[src/rtl/neuron_layer_scheduler.sv]
// ---------------------------------------------------------------------------
// neuron_layer_scheduler
//
// Purpose: time-multiplexes one shared 8-input neuron datapath across the
// NUM_NEURONS neurons of a layer. It takes one 8-beat input vector, fetches
// each neuron's eight weights and bias from a synchronous weight RAM, presents
// the operands to the datapath, captures its 12-bit result and streams the
// results out over a valid/ready handshake.
//
// Optional build macro: SCHED_RELU_EN
//   Defined   -> negative datapath results (bit 11 set) are clamped to zero.
//   Undefined -> the datapath result is passed through unchanged.
//   Timing is identical in both builds.
//
// Ports:
//   clk, rst                 rising-edge clock, synchronous active-high reset
//   start                    one-cycle layer request, honoured only in IDLE
//   busy                     high in every state except IDLE
//   x_in, x_valid, x_ready   input-vector beat stream (x_ready only in LOAD_X)
//   w_rd_en, w_addr, w_rdata weight RAM port, data valid the cycle after rd_en
//   n_x, n_w, n_bias         datapath operands (byte k = input/weight k+1)
//   n_out                    datapath result, combinational from the operands
//   out_data, out_idx        neuron result and the index that produced it
//   out_valid, out_ready     result handshake
//   layer_done               one-cycle pulse after the last result is accepted
// ---------------------------------------------------------------------------
module neuron_layer_scheduler #(
    parameter int NUM_NEURONS = 4,
    parameter int ADDR_W      = 8
) (
    input  logic              clk,
    input  logic              rst,
    input  logic              start,
    output logic              busy,
    input  logic [7:0]        x_in,
    input  logic              x_valid,
    output logic              x_ready,
    output logic              w_rd_en,
    output logic [ADDR_W-1:0] w_addr,
    input  logic [7:0]        w_rdata,
    output logic [63:0]       n_x,
    output logic [63:0]       n_w,
    output logic [7:0]        n_bias,
    input  logic [11:0]       n_out,
    output logic [11:0]       out_data,
    output logic [3:0]        out_idx,
    output logic              out_valid,
    input  logic              out_ready,
    output logic              layer_done
);

    localparam logic [2:0] S_IDLE    = 3'd0;
    localparam logic [2:0] S_LOAD_X  = 3'd1;
    localparam logic [2:0] S_FETCH_W = 3'd2;
    localparam logic [2:0] S_WAIT_B  = 3'd3;
    localparam logic [2:0] S_COMPUTE = 3'd4;
    localparam logic [2:0] S_OUTPUT  = 3'd5;

    localparam logic [3:0]        LAST_IDX         = 4'(NUM_NEURONS - 1);
    localparam logic [ADDR_W-1:0] WORDS_PER_NEURON = ADDR_W'(9);

    // Result shaping applied when the datapath output is captured.
    function automatic logic [11:0] shape_result(input logic [11:0] v);
`ifdef SCHED_RELU_EN
        if (v[11]) begin
            shape_result = 12'h000;
        end else begin
            shape_result = v;
        end
`else
        shape_result = v;
`endif
    endfunction

    logic [2:0]        r_state;
    logic [3:0]        r_cnt;
    logic [3:0]        r_idx;
    logic [63:0]       r_n_x;
    logic [63:0]       r_n_w;
    logic [7:0]        r_n_bias;
    logic [11:0]       r_out_data;
    logic [3:0]        r_out_idx;
    logic              r_out_valid;
    logic              r_layer_done;
    logic              r_busy;
    logic              r_x_ready;
    logic              r_w_rd_en;
    logic [ADDR_W-1:0] r_w_addr;

    logic [2:0]        w_state_nxt;
    logic [3:0]        w_cnt_nxt;
    logic [3:0]        w_idx_nxt;
    logic [63:0]       w_n_x_nxt;
    logic [63:0]       w_n_w_nxt;
    logic [7:0]        w_n_bias_nxt;
    logic [11:0]       w_out_data_nxt;
    logic [3:0]        w_out_idx_nxt;
    logic              w_layer_done_nxt;
    logic              w_rd_en_nxt;
    logic [ADDR_W-1:0] w_addr_nxt;

    // Bit offsets of the byte lanes addressed by the beat / fetch counter.
    // In FETCH_W the read data lags the address by one cycle, so cycle c
    // writes weight byte c-1.
    logic [2:0] w_wt_byte;
    logic [5:0] w_beat_base;
    logic [5:0] w_wt_base;
    assign w_wt_byte   = r_cnt[2:0] - 3'd1;
    assign w_beat_base = {r_cnt[2:0], 3'b000};
    assign w_wt_base   = {w_wt_byte, 3'b000};

    // Next-state, counter and operand-update logic for the layer sequencer.
    always_comb begin
        w_state_nxt      = r_state;
        w_cnt_nxt        = r_cnt;
        w_idx_nxt        = r_idx;
        w_n_x_nxt        = r_n_x;
        w_n_w_nxt        = r_n_w;
        w_n_bias_nxt     = r_n_bias;
        w_out_data_nxt   = r_out_data;
        w_out_idx_nxt    = r_out_idx;
        w_layer_done_nxt = 1'b0;
        case (r_state)
            S_IDLE: begin
                if (start) begin
                    w_state_nxt = S_LOAD_X;
                    w_cnt_nxt   = 4'd0;
                end else begin
                    w_state_nxt = S_IDLE;
                end
            end
            S_LOAD_X: begin
                if (x_valid && r_x_ready) begin
                    w_n_x_nxt[w_beat_base +: 8] = x_in;
                    if (r_cnt == 4'd7) begin
                        w_state_nxt = S_FETCH_W;
                        w_cnt_nxt   = 4'd0;
                        w_idx_nxt   = 4'd0;
                    end else begin
                        w_cnt_nxt = r_cnt + 4'd1;
                    end
                end else begin
                    w_cnt_nxt = r_cnt;
                end
            end
            S_FETCH_W: begin
                if (r_cnt != 4'd0) begin
                    w_n_w_nxt[w_wt_base +: 8] = w_rdata;
                end else begin
                    w_n_w_nxt = r_n_w;
                end
                if (r_cnt == 4'd8) begin
                    w_state_nxt = S_WAIT_B;
                    w_cnt_nxt   = 4'd0;
                end else begin
                    w_cnt_nxt = r_cnt + 4'd1;
                end
            end
            S_WAIT_B: begin
                // Read data of the ninth fetch address is the bias.
                w_n_bias_nxt = w_rdata;
                w_state_nxt  = S_COMPUTE;
            end
            S_COMPUTE: begin
                w_out_data_nxt = shape_result(n_out);
                w_out_idx_nxt  = r_idx;
                w_state_nxt    = S_OUTPUT;
            end
            S_OUTPUT: begin
                if (out_ready) begin
                    if (r_idx == LAST_IDX) begin
                        w_layer_done_nxt = 1'b1;
                        w_state_nxt      = S_IDLE;
                    end else begin
                        w_idx_nxt   = r_idx + 4'd1;
                        w_cnt_nxt   = 4'd0;
                        w_state_nxt = S_FETCH_W;
                    end
                end else begin
                    w_state_nxt = S_OUTPUT;
                end
            end
            default: begin
                w_state_nxt = S_IDLE;
            end
        endcase
    end

    // Status/strobe outputs are registered from the next state so that they
    // line up with the state they describe without any output decoding.
    assign w_rd_en_nxt = (w_state_nxt == S_FETCH_W);
    assign w_addr_nxt  = w_rd_en_nxt
                       ? (ADDR_W'(w_idx_nxt) * WORDS_PER_NEURON + ADDR_W'(w_cnt_nxt))
                       : {ADDR_W{1'b0}};

    // State, operand and output registers with synchronous reset.
    always_ff @(posedge clk) begin
        if (rst) begin
            r_state      <= S_IDLE;
            r_cnt        <= 4'd0;
            r_idx        <= 4'd0;
            r_n_x        <= 64'd0;
            r_n_w        <= 64'd0;
            r_n_bias     <= 8'd0;
            r_out_data   <= 12'd0;
            r_out_idx    <= 4'd0;
            r_out_valid  <= 1'b0;
            r_layer_done <= 1'b0;
            r_busy       <= 1'b0;
            r_x_ready    <= 1'b0;
            r_w_rd_en    <= 1'b0;
            r_w_addr     <= {ADDR_W{1'b0}};
        end else begin
            r_state      <= w_state_nxt;
            r_cnt        <= w_cnt_nxt;
            r_idx        <= w_idx_nxt;
            r_n_x        <= w_n_x_nxt;
            r_n_w        <= w_n_w_nxt;
            r_n_bias     <= w_n_bias_nxt;
            r_out_data   <= w_out_data_nxt;
            r_out_idx    <= w_out_idx_nxt;
            r_out_valid  <= (w_state_nxt == S_OUTPUT);
            r_layer_done <= w_layer_done_nxt;
            r_busy       <= (w_state_nxt != S_IDLE);
            r_x_ready    <= (w_state_nxt == S_LOAD_X);
            r_w_rd_en    <= w_rd_en_nxt;
            r_w_addr     <= w_addr_nxt;
        end
    end

    assign busy       = r_busy;
    assign x_ready    = r_x_ready;
    assign w_rd_en    = r_w_rd_en;
    assign w_addr     = r_w_addr;
    assign n_x        = r_n_x;
    assign n_w        = r_n_w;
    assign n_bias     = r_n_bias;
    assign out_data   = r_out_data;
    assign out_idx    = r_out_idx;
    assign out_valid  = r_out_valid;
    assign layer_done = r_layer_done;

endmodule

[config.mk]
export PLATFORM = sky130hd
export DESIGN_NAME = neuron_layer_scheduler
export DESIGN_NICKNAME = d
export VERILOG_FILES = /design/src/rtl/neuron_layer_scheduler.sv
export SDC_FILE = /design/constraint.sdc
export NUM_CORES = 1
export LEC_CHECK = 0
export CAP_MARGIN = 20
export CORE_ASPECT_RATIO = 1.1
export CORE_MARGIN = 1
export CORE_UTILIZATION = 30
export CTS_BUF_LIST = sky130_fd_sc_hd__clkbuf_4
export DETAILED_ROUTE_END_ITERATION = 8
export PLACE_DENSITY = 0.55
export SETUP_SLACK_MARGIN = 0.3
export SYNTH_ARGS = -nofsm -noshare
export SYNTH_HDL_FRONTEND = slang
export SYNTH_SLANG_ARGS = --single-unit
[constraint.sdc]
create_clock -name clk -period 3.65 [get_ports clk]
set_input_delay 0.73 -clock clk [delete_from_list [all_inputs] [get_ports clk]]
set_output_delay 0.73 -clock clk [all_outputs]
set_load 0.1 [all_outputs]
==> run_summary.xml, run 1 <==
<?xml version="1.0" encoding="UTF-8"?>
<metrics>
  <group name="clock_tree">
    <metric name="cts_tree" unit="">done</metric>
    <metric name="clock_tree.buffer_depth" unit="">2</metric>
    <metric name="cts_made_buffers" unit="">17</metric>
    <metric name="insertion_delay" unit="ns">0.57</metric>
    <metric name="cts_htree_levels" unit="">4</metric>
    <metric name="clkTransAtPathRegs" unit="ns">0.16</metric>
    <metric name="clkSinkCount" unit="">176</metric>
    <metric name="clock_tree.root_cell" unit="">clkbuf_4</metric>
  </group>
  <group name="power_and_ir_drop">
    <metric name="power_density_relative_to_cell_area" unit="nW/µm²">323</metric>
    <metric name="ir_drop" unit="mV">0.135</metric>
    <metric name="leakage_power_of_the_design" unit="nW">4.02</metric>
  </group>
  <group name="yosys">
    <metric name="ys_ff_latch" unit="">176</metric>
    <metric name="netlist.area_leader.share" unit="%">47.7</metric>
    <metric name="post_synth_instance_area" unit="µm²">7390</metric>
    <metric name="synth_largest_area_cell" unit="">dfxtp_1</metric>
    <metric name="post_synth_main_area_contributors" unit="">dfxtp_1, mux2i_1, nand2b_1</metric>
    <metric name="yosys_most_used_dff" unit="">dfxtp_1</metric>
    <metric name="synth.lib_cells_used.distinct" unit="">49</metric>
    <metric name="synth-seq-area-share" unit="%">47.7</metric>
    <metric name="post_synth.cell_area_avg" unit="µm²">9.59</metric>
    <metric name="yosysWarnings" unit="">0</metric>
    <metric name="post_synth_most_frequent_cells" unit="">dfxtp_1, mux2i_1, nor2_1</metric>
    <metric name="synth_enable_flop_cells" unit="">0</metric>
    <metric name="yosysMostFrequentCell" unit="">dfxtp_1</metric>
    <metric name="synthArstFlopShare" unit="%">0</metric>
    <metric name="synthesized_netlist_net_count" unit="">825</metric>
    <metric name="synth_cells" unit="">771</metric>
  </group>
  <group name="worst_setup_path">
    <metric name="ff2ff_path_depth" unit="">12</metric>
    <metric name="cp-startpoint" unit="">r_idx[0]$_SDFF_PP0_</metric>
    <metric name="crit_type" unit="">reg2reg</metric>
    <metric name="timing.critical_path.to_type" unit="">register</metric>
    <metric name="reg2reg_slack" unit="ns">0.41</metric>
    <metric name="worstSetupStartpointType" unit="">register</metric>
    <metric name="reg2reg_to" unit="">w_addr[7]$_SDFF_PP0_</metric>
    <metric name="reg2reg_from" unit="">r_idx[0]$_SDFF_PP0_</metric>
    <metric name="worst-endpoint-arrival" unit="ns">3.71</metric>
    <metric name="timing.critical_path.fanout_max" unit="">4</metric>
    <metric name="worstPathRequired" unit="ns">4.12</metric>
  </group>
  <group name="placement">
    <metric name="pre_cts_ws" unit="ns">-0.0465</metric>
    <metric name="placedCellCount" unit="">1256</metric>
    <metric name="port-buffer-count" unit="">197</metric>
    <metric name="place_hpwl" unit="mm">15.4</metric>
    <metric name="place_congestion" unit="">0.787</metric>
  </group>
  <group name="grt">
    <metric name="grt_start_max_net_pins" unit="">109</metric>
    <metric name="first_global_vias" unit="">5911</metric>
    <metric name="grt_overflow_total" unit="">0</metric>
    <metric name="antenna_found_initial" unit="">1</metric>
    <metric name="grt.total_usage" unit="%">17.3</metric>
    <metric name="first_pass_grt_wire_length" unit="mm">33.7</metric>
  </group>
  <group name="route">
    <metric name="via_per_inst" unit="">4.74</metric>
    <metric name="remaining_antenna_violation_count" unit="">0</metric>
    <metric name="routed_wl" unit="mm">21.7</metric>
    <metric name="remaining_drc_errors" unit="">0</metric>
    <metric name="detailroute.via_count" unit="">6113</metric>
    <metric name="drtIter0Drc" unit="">282</metric>
    <metric name="post_drt_wl_per_cell" unit="µm">16.8</metric>
    <metric name="firstDrtPassIters" unit="">4</metric>
  </group>
  <group name="die">
    <metric name="rows" unit="">59</metric>
    <metric name="die_height" unit="µm">167</metric>
    <metric name="design.die.area" unit="µm²">25300</metric>
    <metric name="core_area" unit="µm²">23900</metric>
    <metric name="die_w" unit="µm">152</metric>
    <metric name="initial_core_util" unit="%">30.9</metric>
    <metric name="boundaryPins" unit="">198</metric>
  </group>
  <group name="sta">
    <metric name="final.setup.worst_slack" unit="ns">0.406</metric>
    <metric name="timing.final.hold_violations" unit="">0</metric>
    <metric name="period_needed" unit="ns">3.24</metric>
    <metric name="timing.fmax" unit="MHz">308</metric>
    <metric name="timing.final.setup_violations" unit="">0</metric>
    <metric name="final-max-slew-violation-count" unit="">0</metric>
    <metric name="setup-tns-final" unit="ns">0</metric>
    <metric name="rsz0062_at_grt" unit="">false</metric>
    <metric name="timing.clock.skew" unit="ns">0.0234</metric>
    <metric name="final.period_utilization" unit="%">88.9</metric>
    <metric name="tightest_slew" unit="ns">1.04</metric>
    <metric name="maxSlewHeadroom" unit="%">30.2</metric>
  </group>
  <group name="min_path">
    <metric name="timing.hold.worst_endpoint" unit="">out_data[6]$_SDFFE_PP0N_</metric>
    <metric name="launch_point_of_the_worst_hold_path" unit="">out_data[6]$_SDFFE_PP0N_</metric>
    <metric name="worst_hold_path_cell_count" unit="">2</metric>
    <metric name="class_of_the_most_critical_hold_timing_path" unit="">reg2reg</metric>
  </group>
  <group name="final_layout">
    <metric name="layout-area-overhead-vs-synth" unit="%">36.5</metric>
    <metric name="layout.core_utilization" unit="%">42.2</metric>
    <metric name="num-nets-final" unit="">1025</metric>
    <metric name="final_layout_size_suffix_gt1_share" unit="%">10.1</metric>
    <metric name="stdcell_count" unit="">1290</metric>
  </group>
  <group name="run_status">
    <metric name="outcome" unit="">complete, no violations</metric>
  </group>
  <group name="run">
    <metric name="drv.max_cap_violation_count" unit="">0</metric>
  </group>
</metrics>
-- where the power goes --
part | switching [mW] | internal, mW | total [mW]
sequential | 0.00385 | 1.93 | 1.93
combinational | 0.130 | 0.0733 | 0.204
clock | 0.759 | 0.363 | 1.12
-- metal layers --
layer | global-route usage [%] | vias up | routed length, µm
met1 | 23.2 | 2854 | 10200
li1 | - | 3059 | -
met2 | 26.6 | 192 | 9520
met5 | 0 | - | 0
met4 | 3.70 | 0 | 129
met3 | 5.81 | 8 | 1820
-- registers in the layout (all words and copies together) (netlist names), 3 cells and up --
| name | cells |
|---|---|
| n_bias | 8 |
| out_idx | 4 |
| w_addr | 8 |
| n_w | 64 |
| r_state | 3 |
| r_cnt | 4 |
| n_x | 64 |
| r_idx | 4 |
| out_data | 12 |
-- cell type report --
type	count	area [µm²]
diodes	1	2.50
inverters	10	37.5
clock inverters	15	150
repair buffers	229	2220
well taps	305	382
multi-input cells	537	3640
clock buffers	17	128
flip-flops and latches	176	3530
fillers	2415	13800
-- cell families after synthesis --
| kind of cell | after synthesis | synth area share [%] |
|---|---|---|
| and+or+nand+nor | 293 | 21.6 |
| DFF | 176 | 47.7 |
| muxes | 114 | 15.5 |
| buffers and inverters | 58 | 3.32 |
| adders and majority gates | 21 | 3.66 |
| xor gates and xnor gates | 3 | 0.355 |
| AOI/OAI and AO/OA | 106 | 7.94 |
-- through the flow --
stage	cell area, µm²	hold slack, ns	power, mW
after global placement	9780	0.442	2.18
after detailed placement	9780	0.447	2.18
after CTS	10100	0.467	3.32
after floorplan	7390	0.457	2.08
final	10100	0.465	3.26
after global routing	10100	0.484	3.41
-- worst max-delay path by stage --
stage	end	slack (ns)	cells after the start
after floorplan	w_addr[7]$_SDFF_PP0_	0.40	12
after global placement	w_addr[6]$_SDFF_PP0_	0.006	13
after detailed placement	w_addr[7]$_SDFF_PP0_	-0.05	12
after CTS	w_addr[5]$_SDFF_PP0_	0.30	12
after global routing	w_addr[7]$_SDFF_PP0_	0.32	12
final	w_addr[7]$_SDFF_PP0_	0.41	12
-- placed cells by master, fill, tap and decap left out, types with 3 or more instances in the layout --
cell type,Yosys,final
inv_6,0,5
nor3_1,10,10
nand2_2,6,6
inv_1,10,10
ha_1,20,18
dfxtp_2,0,4
nand4b_1,4,4
nor4_4,4,4
nand3b_1,9,9
nor2_1,81,81
nand3_1,26,26
clkbuf_4,0,17
buf_4,0,32
and2_1,5,5
clkdlybuf4s50_1,0,196
o31ai_1,3,3
mux2i_1,112,112
nand2b_1,55,55
dfxtp_1,176,172
nand2_1,58,58
or2_2,5,5
xnor2_1,3,3
o21ai_0,34,33
a21oi_1,53,53
inv_8,0,3
a211oi_1,4,3
nor3b_1,6,6
a21o_1,4,4
-- worst max-delay path, stage by stage (launching register included) --
cell,delay [ns]
dfxtp_2,0.37
ha_2,0.19
or3b_2,0.47
nor2b_2,0.20
and2_1,0.16
or2_2,0.31
ha_1,0.30
ha_2,0.20
fa_2,0.35
a21o_1,0.18
a21o_1,0.19
a21oi_1,0.15
nor4_1,0.06
-- repair_timing --
item | 4_1_cts | 5_1_grt
buffers inserted | 1 | 0
cloned | 0 | 0
hold buffers | 0 | 0
endpoints found under the setup margin | 3 | 4
resized for setup | 2 | 7
Power figures use the tool's default switching activity.
==> inputs of run 2 (changes only) <==
- TNS_END_PERCENT: not set -> 1
==> results of run 2 <==
The final DEF is identical to that of run 1; final timing and power are the same.
